**config.mk**
```make
export PLATFORM = sky130hd
export DESIGN_NAME = alu_issue_ctrl
export DESIGN_NICKNAME = d
export VERILOG_FILES = /design/src/rtl/alu_pkg.sv /design/src/rtl/alu_ctrl_dec.sv /design/src/rtl/alu_issue_ctrl.sv
export SDC_FILE = /design/constraint.sdc
export NUM_CORES = 1
export LEC_CHECK = 0
export CAP_MARGIN = 20
export CORE_ASPECT_RATIO = 2
export CORE_MARGIN = 4
export CORE_UTILIZATION = 39
export CTS_CLUSTER_DIAMETER = 200
export DETAILED_ROUTE_END_ITERATION = 8
export PLACE_DENSITY = 0.83
export SLEW_MARGIN = 20
export SYNTH_ARGS = -nofsm -noshare
export SYNTH_HDL_FRONTEND = slang
export SYNTH_SLANG_ARGS = --single-unit
```
**constraint.sdc**
```tcl
create_clock -name clk -period 1.6 [get_ports clk]
set_clock_uncertainty 0.1 [all_clocks]
set_input_delay 0.32 -clock clk [delete_from_list [all_inputs] [get_ports clk]]
set_output_delay 0.32 -clock clk [all_outputs]
set_load 0.05 [all_outputs]
```
**src/rtl/alu_pkg.sv**
```systemverilog
// Shared ALU definitions: ALUCtrl codes, aluop encodings, issue FSM states.
package alu_pkg;

  localparam logic [3:0] ALU_AND = 4'b0000;
  localparam logic [3:0] ALU_OR  = 4'b0001;
  localparam logic [3:0] ALU_ADD = 4'b0010;
  localparam logic [3:0] ALU_SUB = 4'b0110;

  localparam logic [1:0] OP_ADD = 2'b00;
  localparam logic [1:0] OP_BR  = 2'b01;
  localparam logic [1:0] OP_R   = 2'b10;
  localparam logic [1:0] OP_RSV = 2'b11;

  typedef enum logic [1:0] {
    IDLE = 2'd0,
    EXEC = 2'd1,
    RESP = 2'd2
  } state_t;

endpackage

```
**src/rtl/alu_ctrl_dec.sv**
```systemverilog
// Combinational {aluop, funct3, funct7[5]} -> ALUCtrl decoder with illegal flag.
module alu_ctrl_dec
  import alu_pkg::*;
(
  input  logic [1:0] i_aluop,
  input  logic [2:0] i_funct3,
  input  logic       i_f7b5,
  output logic [3:0] o_ctrl,
  output logic       o_illegal
);

  always_comb begin
    o_ctrl    = ALU_AND;
    o_illegal = 1'b0;
    unique case (i_aluop)
      OP_ADD: o_ctrl = ALU_ADD;
      OP_BR: begin
        o_ctrl = ALU_SUB;
        if (i_funct3[2:1] != 2'b00)
          o_illegal = 1'b1;
      end
      OP_R: begin
        unique case (i_funct3)
          3'b000:  o_ctrl = i_f7b5 ? ALU_SUB : ALU_ADD;
          3'b111:  o_ctrl = ALU_AND;
          3'b110:  o_ctrl = ALU_OR;
          default: o_illegal = 1'b1;
        endcase
      end
      default: o_illegal = 1'b1;
    endcase
  end

endmodule

```
**src/rtl/alu_issue_ctrl.sv**
```systemverilog
// ALU issue controller: request handshake, registered operands, response capture.
// Optional perf counters enabled by defining ALU_ISSUE_PERF_EN.
module alu_issue_ctrl
  import alu_pkg::*;
#(
  parameter int TAG_W = 5
) (
  input  logic             clk,
  input  logic             rst,
  input  logic             in_valid,
  output logic             in_ready,
  input  logic [1:0]       in_aluop,
  input  logic [2:0]       in_funct3,
  input  logic             in_f7b5,
  input  logic [31:0]      in_a,
  input  logic [31:0]      in_b,
  input  logic [TAG_W-1:0] in_tag,
  output logic [31:0]      alu_a,
  output logic [31:0]      alu_b,
  output logic [3:0]       alu_ctrl,
  input  logic [31:0]      alu_y,
  input  logic             alu_zero,
  output logic             res_valid,
  input  logic             res_ready,
  output logic [31:0]      res_y,
  output logic             res_zero,
  output logic             res_taken,
  output logic             res_illegal,
  output logic [TAG_W-1:0] res_tag
`ifdef ALU_ISSUE_PERF_EN
  ,
  output logic [31:0]      perf_ops,
  output logic [31:0]      perf_illegal
`endif
);

  state_t r_state;
  state_t w_next;

  logic [3:0]       w_ctrl;
  logic             w_ill;
  logic             w_accept;
  logic             w_retire;
  logic             w_taken;

  logic [31:0]      r_a;
  logic [31:0]      r_b;
  logic [3:0]       r_ctrl;
  logic [TAG_W-1:0] r_tag;
  logic             r_ill;
  logic             r_br;
  logic             r_bne;

  logic [31:0]      r_y;
  logic             r_zero;
  logic             r_taken;
  logic             r_res_ill;
  logic [TAG_W-1:0] r_res_tag;

  alu_ctrl_dec u_dec (
    .i_aluop   (in_aluop),
    .i_funct3  (in_funct3),
    .i_f7b5    (in_f7b5),
    .o_ctrl    (w_ctrl),
    .o_illegal (w_ill)
  );

  always_ff @(posedge clk) begin
    if (rst) r_state <= IDLE;
    else     r_state <= w_next;
  end

  always_comb begin
    w_next = r_state;
    unique case (r_state)
      IDLE: if (in_valid) w_next = EXEC;
      EXEC: w_next = RESP;
      RESP: if (res_ready) w_next = in_valid ? EXEC : IDLE;
      default: w_next = IDLE;
    endcase
  end

  always_comb begin
    in_ready  = (r_state == IDLE) || (r_state == RESP && res_ready);
    res_valid = (r_state == RESP);
  end

  assign w_accept = in_valid && in_ready;
  assign w_retire = res_valid && res_ready;
  // Only well-formed branches can be taken; funct3[0] selects BNE.
  assign w_taken  = r_br && (r_bne ? !alu_zero : alu_zero);

  always_ff @(posedge clk) begin
    if (rst) begin
      r_a       <= '0;
      r_b       <= '0;
      r_ctrl    <= ALU_AND;
      r_tag     <= '0;
      r_ill     <= 1'b0;
      r_br      <= 1'b0;
      r_bne     <= 1'b0;
      r_y       <= '0;
      r_zero    <= 1'b0;
      r_taken   <= 1'b0;
      r_res_ill <= 1'b0;
      r_res_tag <= '0;
    end else begin
      if (w_accept) begin
        r_a    <= in_a;
        r_b    <= in_b;
        r_ctrl <= w_ctrl;
        r_tag  <= in_tag;
        r_ill  <= w_ill;
        r_br   <= (in_aluop == OP_BR) && !w_ill;
        r_bne  <= in_funct3[0];
      end
      if (r_state == EXEC) begin
        r_y       <= r_ill ? 32'd0 : alu_y;
        r_zero    <= alu_zero;
        r_taken   <= w_taken;
        r_res_ill <= r_ill;
        r_res_tag <= r_tag;
      end
    end
  end

  assign alu_a       = r_a;
  assign alu_b       = r_b;
  assign alu_ctrl    = r_ctrl;
  assign res_y       = r_y;
  assign res_zero    = r_zero;
  assign res_taken   = r_taken;
  assign res_illegal = r_res_ill;
  assign res_tag     = r_res_tag;

`ifdef ALU_ISSUE_PERF_EN
  logic [31:0] r_perf_ops;
  logic [31:0] r_perf_ill;

  always_ff @(posedge clk) begin
    if (rst) begin
      r_perf_ops <= '0;
      r_perf_ill <= '0;
    end else if (w_retire) begin
      r_perf_ops <= r_perf_ops + 32'd1;
      if (r_res_ill)
        r_perf_ill <= r_perf_ill + 32'd1;
    end
  end

  assign perf_ops     = r_perf_ops;
  assign perf_illegal = r_perf_ill;
`else
  logic w_unused;
  assign w_unused = w_retire;
`endif

endmodule

```
# [Yosys cells after proc, flatten, opt, wreduce, memory -nomap -nowiden]
# Index checks and enable logic that the tools add are counted.
[totals] ff_bits=118
[classes] eq_ne=8 mux=12 reduce_logical=13
[ops] op="2-to-1 mux 32 bit" n=1
[ops] op="case mux 4 bit (3 select lines)" n=1
[ops] op="case mux 4 bit (2 select lines)" n=1
[ops] op="equality test 3 bit, second input constant" n=2
[ops] op="case mux 2 bit (3 select lines)" n=1
[ops] op="equality test 2 x 1 -> 1 bit, second input constant" n=2
[ops] op="equality test 2 bit, second input constant" n=2
[ops] op="logical AND 1 bit" n=4
[ops] op="zero test 2 bit" n=2
[ops] op="2-to-1 mux 1 bit" n=4
[ops] op="2-to-1 mux 2 bit" n=2
[ops] op="zero test 3 bit" n=1
[ops] op="2-to-1 mux 3 bit" n=1
[ops] op="case mux 1 bit (3 select lines)" n=1
[ops] op="OR reduction 3 bit" n=1
[ops] op="zero test 1 bit" n=2
[ops] op="inequality test 2 x 1 -> 1 bit, second input constant" n=1
[ops] op="inequality test 2 bit, second input constant" n=1
[ops] op="AND reduction 2 bit" n=1
[ops] op="nonzero test 2 bit" n=1
[ops] op="logical OR 1 bit" n=1

# [Logic depth before layout (Yosys ltp)]
# Gate-level depths: netlist of run 1.
[logic_depth] word_depth=6 ltp_mapped=6 mapped_depth_nobuf=4

# [Cells and area by module]
# Synthesis of run 1 repeated with hierarchy kept, for this count alone.
[hier_totals] hier_cells=547 area_unflattened_um2=4568.1
[modules_own_cells] mod="alu_issue_ctrl" instances=1 cells_each=536 area_per_inst_um2=4491.8 seq_area_each_um2=2362.3
[modules_own_cells] mod="alu_ctrl_dec" instances=1 cells_each=11 area_per_inst_um2=76.3 seq_area_each_um2=0.0

# [Worst setup path after synthesis of run 1]
# OpenSTA, ideal clock, no wires.
[synth_timing] path_kind="input-to-output" startpoint="in res_ready" endpoint="out in_ready" t_arrival_ps=1135 required_time_ps=1180 slack_ps=45 path_stages=2 path_buffers=0 path_cell_list="inv_1 > a21oi_1"
[synth_via] elab_chain_len=2
[synth_rtl] item="start, declared" line="alu_issue_ctrl.sv:24" source="input logic res_ready,"
[synth_rtl] item="logical AND 1 bit"
[synth_rtl] item="logical OR 1 bit" line="alu_issue_ctrl.sv:84" source="in_ready = (r_state == IDLE) || (r_state == RESP && res_ready);"
[synth_rtl] item="end, declared" line="alu_issue_ctrl.sv:11" source="output logic in_ready,"
# No other way between the ends.

# [Worst setup path in the final report of run 1]
[layout_timing] startpoint="reg r_state[1]" endpoint="out res_valid"
[layout_via] elab_chain_len=1
[layout_rtl] item="start, declared" line="alu_issue_ctrl.sv:37" source="state_t r_state;"
[layout_rtl] item="start signal, assigned" line="alu_issue_ctrl.sv:70" source="else r_state <= w_next;"
[layout_rtl] item="equality test 2 bit" line="alu_issue_ctrl.sv:85" source="res_valid = (r_state == RESP);"
[layout_rtl] item="end, declared" line="alu_issue_ctrl.sv:23" source="output logic res_valid,"
# No other way between the ends.

==> results.json, run 1 <==
{
  "status": "finished clean",
  "chipWidth_microns": 82.02,
  "row_count": 53,
  "p_per_area_nw_per_um2": 1057,
  "drtIter0Drc": 199,
  "cts_setup_buffers": 0,
  "cts_root_buf": "clkbuf_16",
  "ant_nets": 0,
  "final-hold-violation-count": 0,
  "wl_mm": 14.69,
  "syn_avg_cell_area_sq_um": 8.123,
  "grt_max_degree": 64,
  "gr-total-overflow": 0,
  "drive_above_1_share_pct": 22.58,
  "fillCellCount": 637,
  "min_path_type": "primary input to register",
  "yosysTopAreaCellShare_pct": 54.82,
  "viasPerCell": 5.021,
  "synth_nets": 638,
  "coreArea_sq_um": 10610,
  "cp-start-kind": "register",
  "regToRegSetupSlack_ps": 120,
  "leakagePower_nw": 3.232,
  "place_area_sq_um": 7744,
  "ys_ff_latch": 117,
  "placedCellCount": 860,
  "required_ps": 1180,
  "stdcell_count": 890,
  "gp_congestion": 0.7733,
  "cts_buffer_depth": 2,
  "drtPass1Iterations": 5,
  "port-buffer-count": 220,
  "setup_viol": 0,
  "io_pins": 222,
  "cap_violations": 0,
  "vias": 4469,
  "dp_hpwl_mm": 10.86,
  "synth_cells": 526,
  "synth_edf_count": 0,
  "final_core_util_pct": 78.62,
  "async_flop_share_pct": 0,
  "grt_pass1_wl_mm": 22.61,
  "design.die.area_sq_um": 12800,
  "tritoncts": "built",
  "yosysUniqueCellTypes": 27,
  "htreeDepth": 4,
  "holdBufCountCts": 0,
  "end_kind": "primary output",
  "yosys-top-cells-area": "dfxtp_1, nand2_1, a21oi_1",
  "yosysSeqAreaShare_pct": 54.82,
  "rsz0062_at_grt": "no",
  "clock_latency_ps": 410,
  "peakVddDrop_mv": 0.9431,
  "critical_path.max_fanout": 4,
  "initial_utilization_pct": 40.27,
  "antenna_found_initial": 0,
  "ys.flop_type": "dfxtp_1",
  "numCtsBuffers": 17,
  "antennaDiodeCount": 0,
  "slew_violations": 0,
  "final_nets": 854,
  "cts.clk_slew.worst_paths_ps": 50,
  "wl_per_cell_microns": 16.50,
  "drc": 0,
  "grt_pass1_vias": 4629,
  "ys.warnings.count": 0,
  "synth_most_common_cell": "nand2_1",
  "synthTopCellsByCount": "nand2_1, dfxtp_1, a21oi_1, nor2_1, nor3b_1",
  "fmax_ghz": 0.6448,
  "final_design_area_no_fill_sq_um": 8342,
  "grt_use_total_pct": 23.17,
  "total_power_w": 0.008817,
  "setup-tns-final_ps": 0,
  "timing.final.crit_share_pct": 96.93,
  "cp.arrival_ps": 1130,
  "criticalPathCategory": "register to primary output",
  "syn_area_sq_um": 4273,
  "layout_min_cycle_time_ps": 1551,
  "die_h_microns": 156.0,
  "synth_top_cell_by_area": "dfxtp_1",
  "cts_sinks": 117,
  "area_growth_syn_to_layout_pct": 95.23
}
[cell type report]
| type | count | area, sq um | area share [%] |
|---|---|---|---|
| repair buffers | 239 | 3515 | 42.13 |
| flip-flops and latches | 117 | 2346 | 28.12 |
| multi-input cells | 363 | 1728 | 20.71 |
| clock buffers | 20 | 456.7 | 5.475 |
| well taps | 137 | 171.4 | 2.055 |
| clock inverters | 10 | 107.6 | 1.290 |
| inverters | 4 | 17.52 | 0.2100 |
[cells in the final DEF (no fill, tap or decap), drive strengths merged, types with 3 or more instances in the layout]
cell and n:
a21oi 116, nand2 161, clkinvlp 3, clkinv 5
nor3b 32, inv 4, clkbuf 20, buf 129
clkdlybuf4s50 109, nor2 39, dfxtp 117
[per-layer routing]
layer	share of wire, %	routed length (microns)	GRT usage (%)	vias to the layer above
li1	-	-	-	2158
met1	32	4763	21.99	2077
met4	4.4	648	12.84	0
met3	7.5	1099	7.803	42
met5	0	0	0	-
met2	56	8173	41.84	192
[report_power, final]
group          switching, W  internal, W
clock               0.00126      0.00234
combinational      0.000992     0.000979
sequential         0.000168      0.00308
[state kept, by name (all words and copies together), names as in the netlist]
name	flops
res_y	32
r_tag	5
res_taken	1
res_zero	1
r_br	1
r_ill	1
res_tag	5
alu_a	32
r_bne	1
res_illegal	1
r_state	2
alu_ctrl	3
alu_b	32
[cell families (layout without fill, tap and decap cells)]
group	count (synthesis)	in the layout	synth area share [%]
compound gates	122	122	14.93
xor+xnor	1	1	0.2050
buf+inv	46	273	5.505
flops	117	117	54.82
other cells	1	1	0.08776
simple gates	239	239	24.45
[through the flow]
stage / hold WS (ps) / worst slack (ps)
3_3_place_gp: 338.8 / -219.7
2_1_floorplan: 328.8 / 45.00
5_1_grt: 93.29 / 2.351
4_1_cts: 71.18 / 27.57
6_report: 90.79 / 49.15
3_5_place_dp: 345.9 / -296.1
[what timing repair did]
| item | in CTS | in global routing |
|---|---|---|
| pin swaps | 0 | 0 |
| resized for setup | 6 | 6 |
| endpoints found under the setup margin | 2 | 29 |
| hold endpoints to repair | 0 | 0 |
| cloned | 0 | 0 |
[worst paths after layout]
path / from / endpoint / depth (start not counted)
worst min-delay path: rst / alu_b[21]$_SDFFE_PP0P_ / 2
worst min register to register: r_tag[4]$_SDFFE_PP0P_ / res_tag[4]$_SDFFE_PP0N_ / 2
worst max register to register: r_state[0]$_SDFFE_PP0P_ / res_y[27]$_SDFFE_PP0N_ / 5
worst max-delay path: r_state[1]$_SDFFE_PP0P_ / res_valid / 3
[worst max-delay path, stage by stage (launching register included)]
cell and delay [ps]:
dfxtp_4 380, inv_4 60, nor2_4 140, buf_12 150
Power figures use the tool's default switching activity.
==> run 2: changes to the inputs <==
--- a/config.mk
+++ b/config.mk
@@ -11,6 +11,7 @@
 export CORE_UTILIZATION = 39
 export CTS_CLUSTER_DIAMETER = 200
 export DETAILED_ROUTE_END_ITERATION = 8
+export GPL_ROUTABILITY_DRIVEN = 0
 export PLACE_DENSITY = 0.83
 export SLEW_MARGIN = 20
 export SYNTH_ARGS = -nofsm -noshare
==> results of run 2 <==
Same layout as run 1: the final DEF is identical, and so are final timing and power.
==> run 3: changes to the inputs <==
--- a/config.mk
+++ b/config.mk
@@ -6,13 +6,13 @@
 export NUM_CORES = 1
 export LEC_CHECK = 0
 export CAP_MARGIN = 20
-export CORE_ASPECT_RATIO = 2
+export CORE_ASPECT_RATIO = 0.7
 export CORE_MARGIN = 4
-export CORE_UTILIZATION = 39
+export CORE_UTILIZATION = 36
 export CTS_CLUSTER_DIAMETER = 200
 export DETAILED_ROUTE_END_ITERATION = 8
 export GPL_ROUTABILITY_DRIVEN = 0
-export PLACE_DENSITY = 0.83
+export PLACE_DENSITY = 0.81
 export SLEW_MARGIN = 20
 export SYNTH_ARGS = -nofsm -noshare
 export SYNTH_HDL_FRONTEND = slang
==> constraint.sdc (replaced) <==
create_clock -name clk -period 1.4 [get_ports clk]
set_clock_uncertainty 0.1 [all_clocks]
set_input_delay 0.28 -clock clk [delete_from_list [all_inputs] [get_ports clk]]
set_output_delay 0.28 -clock clk [all_outputs]
set_load 0.05 [all_outputs]
==> run 3 against run 2 <==
  * The run now ends with setup timing left
  * Hold slack got worse by 56 ps
  * Count of clock-buffer cells in the layout increased by 3
  * Via count increased by 8.8%
  * Global-route usage increased by 0.15 points
  * Routed wire length increased by 33%
  * Critical path depth increased by 4
  * Utilization increased by 6.3 points
  * Sequential share of layout area decreased by 3.6 points
  * Critical path type is now register to register
  * Largest cell class unchanged
==> results.json, run 3 (synthesis results as in run 1) <==
{
  "grt_pass1_wl_mm": 25.54,
  "io_pins": 222,
  "cp_num_cells": 7,
  "wl_mm": 19.51,
  "cts_buffer_depth": 2,
  "crit_path_end": "alu_b[11]$_SDFFE_PP0P_",
  "switching_share_pct": 29.73,
  "timing.final.crit_share_pct": 110.3,
  "criticalPathCategory": "register to register",
  "r2r-end": "alu_b[11]$_SDFFE_PP0P_",
  "port-buffer-count": 220,
  "die_h_microns": 99.15,
  "setup_viol": 107,
  "vias": 4862,
  "holdBufCountCts": 0,
  "dp_hpwl_mm": 10.81,
  "drtIter0Drc": 223,
  "row_count": 32,
  "coreArea_sq_um": 11290,
  "seqPwrFrac_pct": 34.8,
  "setup_ws_ps": -143.7,
  "cp-start-kind": "register",
  "wl_per_cell_microns": 20.79,
  "place_area_sq_um": 7838,
  "grt_use_total_pct": 23.31,
  "p_int_w": 0.007530,
  "cp.arrival_ps": 1780,
  "ant_nets": 0,
  "tritoncts": "built",
  "regToRegSetupSlack_ps": -140,
  "drtPass1Iterations": 4,
  "crit_start": "r_state[1]$_SDFFE_PP0P_",
  "cap_violations": 0,
  "r2r_cells": 7,
  "grt_pass1_vias": 4909,
  "final-hold-violation-count": 0,
  "cts_root_buf": "clkbuf_16",
  "cts.clk_slew.worst_paths_ps": 60,
  "cp_num_buf_inv": 4,
  "setup-tns-final_ps": -8472,
  "p_switching_w": 0.003186,
  "end_kind": "register",
  "clock_latency_ps": 410,
  "numCtsBuffers": 17,
  "antenna_found_initial": 0,
  "area_growth_syn_to_layout_pct": 124.4,
  "grt_max_degree": 57,
  "min_path_type": "primary input to register",
  "critical_path.max_fanout": 7,
  "cts_sinks": 117,
  "share_comb_of_total_power_pct": 26.8,
  "path_delay_family": "buffers and inverters",
  "r2r-start": "r_state[1]$_SDFFE_PP0P_",
  "status": "complete, but fails checks",
  "final_common_cell": "buf_12",
  "slew_violations": 0,
  "design.die.area_sq_um": 13700,
  "final_nets": 884,
  "cp_common_cell": "buf_12",
  "violations": "setup timing",
  "fmax_ghz": 0.6478,
  "pwr-share-clk_pct": 38.4,
  "cp_cell_sequence": "inv_4 > buf_6 > o211a_4 > buf_12 > buf_12 > nand2_2 > a21oi_2",
  "required_ps": 1640,
  "crit_path_max_incr_delay_ps": 340,
  "chipWidth_microns": 138.2,
  "crit_slowest_cell": "dfxtp_2",
  "antennaDiodeCount": 0,
  "final_cell_mix": "buf_12, dfxtp_1, clkdlybuf4s50_1, nand2_1, a21oi_1",
  "rsz0062_at_grt": "yes",
  "initial_utilization_pct": 37.84,
  "viasPerCell": 5.183,
  "htreeDepth": 4,
  "leakagePower_nw": 3.818,
  "layout_min_cycle_time_ps": 1544,
  "drc": 0,
  "peakVddDrop_mv": 0.9630,
  "p_per_area_nw_per_um2": 1118,
  "gr-total-overflow": 0,
  "drive_above_1_share_pct": 41.15,
  "final_design_area_no_fill_sq_um": 9589
}
## run 3: changes by cell type in the layout (fill, tap and decap cells not counted), sizes merged
| cell | change |
|---|---|
| buf | +21 |
| clkbuf | +11 |
| bufbuf | +1 |
| bufinv | -1 |
| clkdlybuf4s50 | -1 |
| clkinv | +1 |
| dlymetal6s2s | +1 |
| inv | -1 |
## run 3: worst reg2reg max path: stages (launching register included)
cell and delay, ps:
dfxtp_2 340, inv_4 90, buf_6 100, o211a_4 250, buf_12 190, buf_12 160
nand2_2 70, a21oi_2 160
## run 3: layer usage
layer	up-vias	part of all wire [%]	GRT usage [%]
met3	34	7.4	8.313
met1	2361	38	26.59
li1	2219	-	-
met4	0	2.3	8.352
met5	-	0	0
met2	248	53	40.78
## run 3: power groups by stage
stage	registers [W]	logic, W	clock network (W)
floorplan	0.00425	0.000493	0
global placement	0.00376	0.00222	0
detailed placement	0.00378	0.00228	0
CTS	0.00371	0.00251	0.00414
global route	0.00374	0.00297	0.00433
finish	0.00373	0.00287	0.00412
## run 3: cell type report
cell class / count / area, sq um
Fill cell: 557 / 1702
Clock inverter: 9 / 77.57
Timing Repair Buffer: 269 / 4161
Tap cell: 153 / 191.4
Clock buffer: 23 / 478.0
Inverter: 4 / 18.77
Sequential cell: 117 / 2350
Multi-Input combinational cell: 363 / 2312
## run 3: worst min-delay path by stage
stage	from	to	slack, ps	depth (start not counted)
after CTS	rst	alu_b[21]$_SDFFE_PP0P_	40	2
final	rst	alu_b[21]$_SDFFE_PP0P_	30	2
after global routing	rst	alu_b[21]$_SDFFE_PP0P_	20	2
after global placement	r_tag[0]$_SDFFE_PP0P_	res_tag[0]$_SDFFE_PP0N_	340	2
after floorplan	in_aluop[1]	alu_ctrl[1]$_SDFFE_PP0P_	290	1
after detailed placement	r_tag[4]$_SDFFE_PP0P_	res_tag[4]$_SDFFE_PP0N_	360	2
## run 3: what timing repair did
action	in CTS	in global routing
buffers inserted	7	5
gates resized for setup	30	162
setup endpoints to repair	84	106
pin swaps	13	61
gates cloned	7	8
## run 3: through the flow
stage | std cells | hold slack, ps | util (%) | setup WS (ps) | power [W]
final | 938 | 34.93 | 84.93 | -143.7 | 0.01072
after global routing | 938 | 23.90 | 84.93 | -208.7 | 0.01104
after CTS | 926 | 38.69 | 78.06 | -154.8 | 0.01036
after detailed placement | 880 | 357.2 | 69.41 | -492.3 | 0.006054
after global placement | 880 | 341.6 | 69.41 | -384.5 | 0.005989
after floorplan | 526 | 288.8 | - | 100.7 | 0.004745
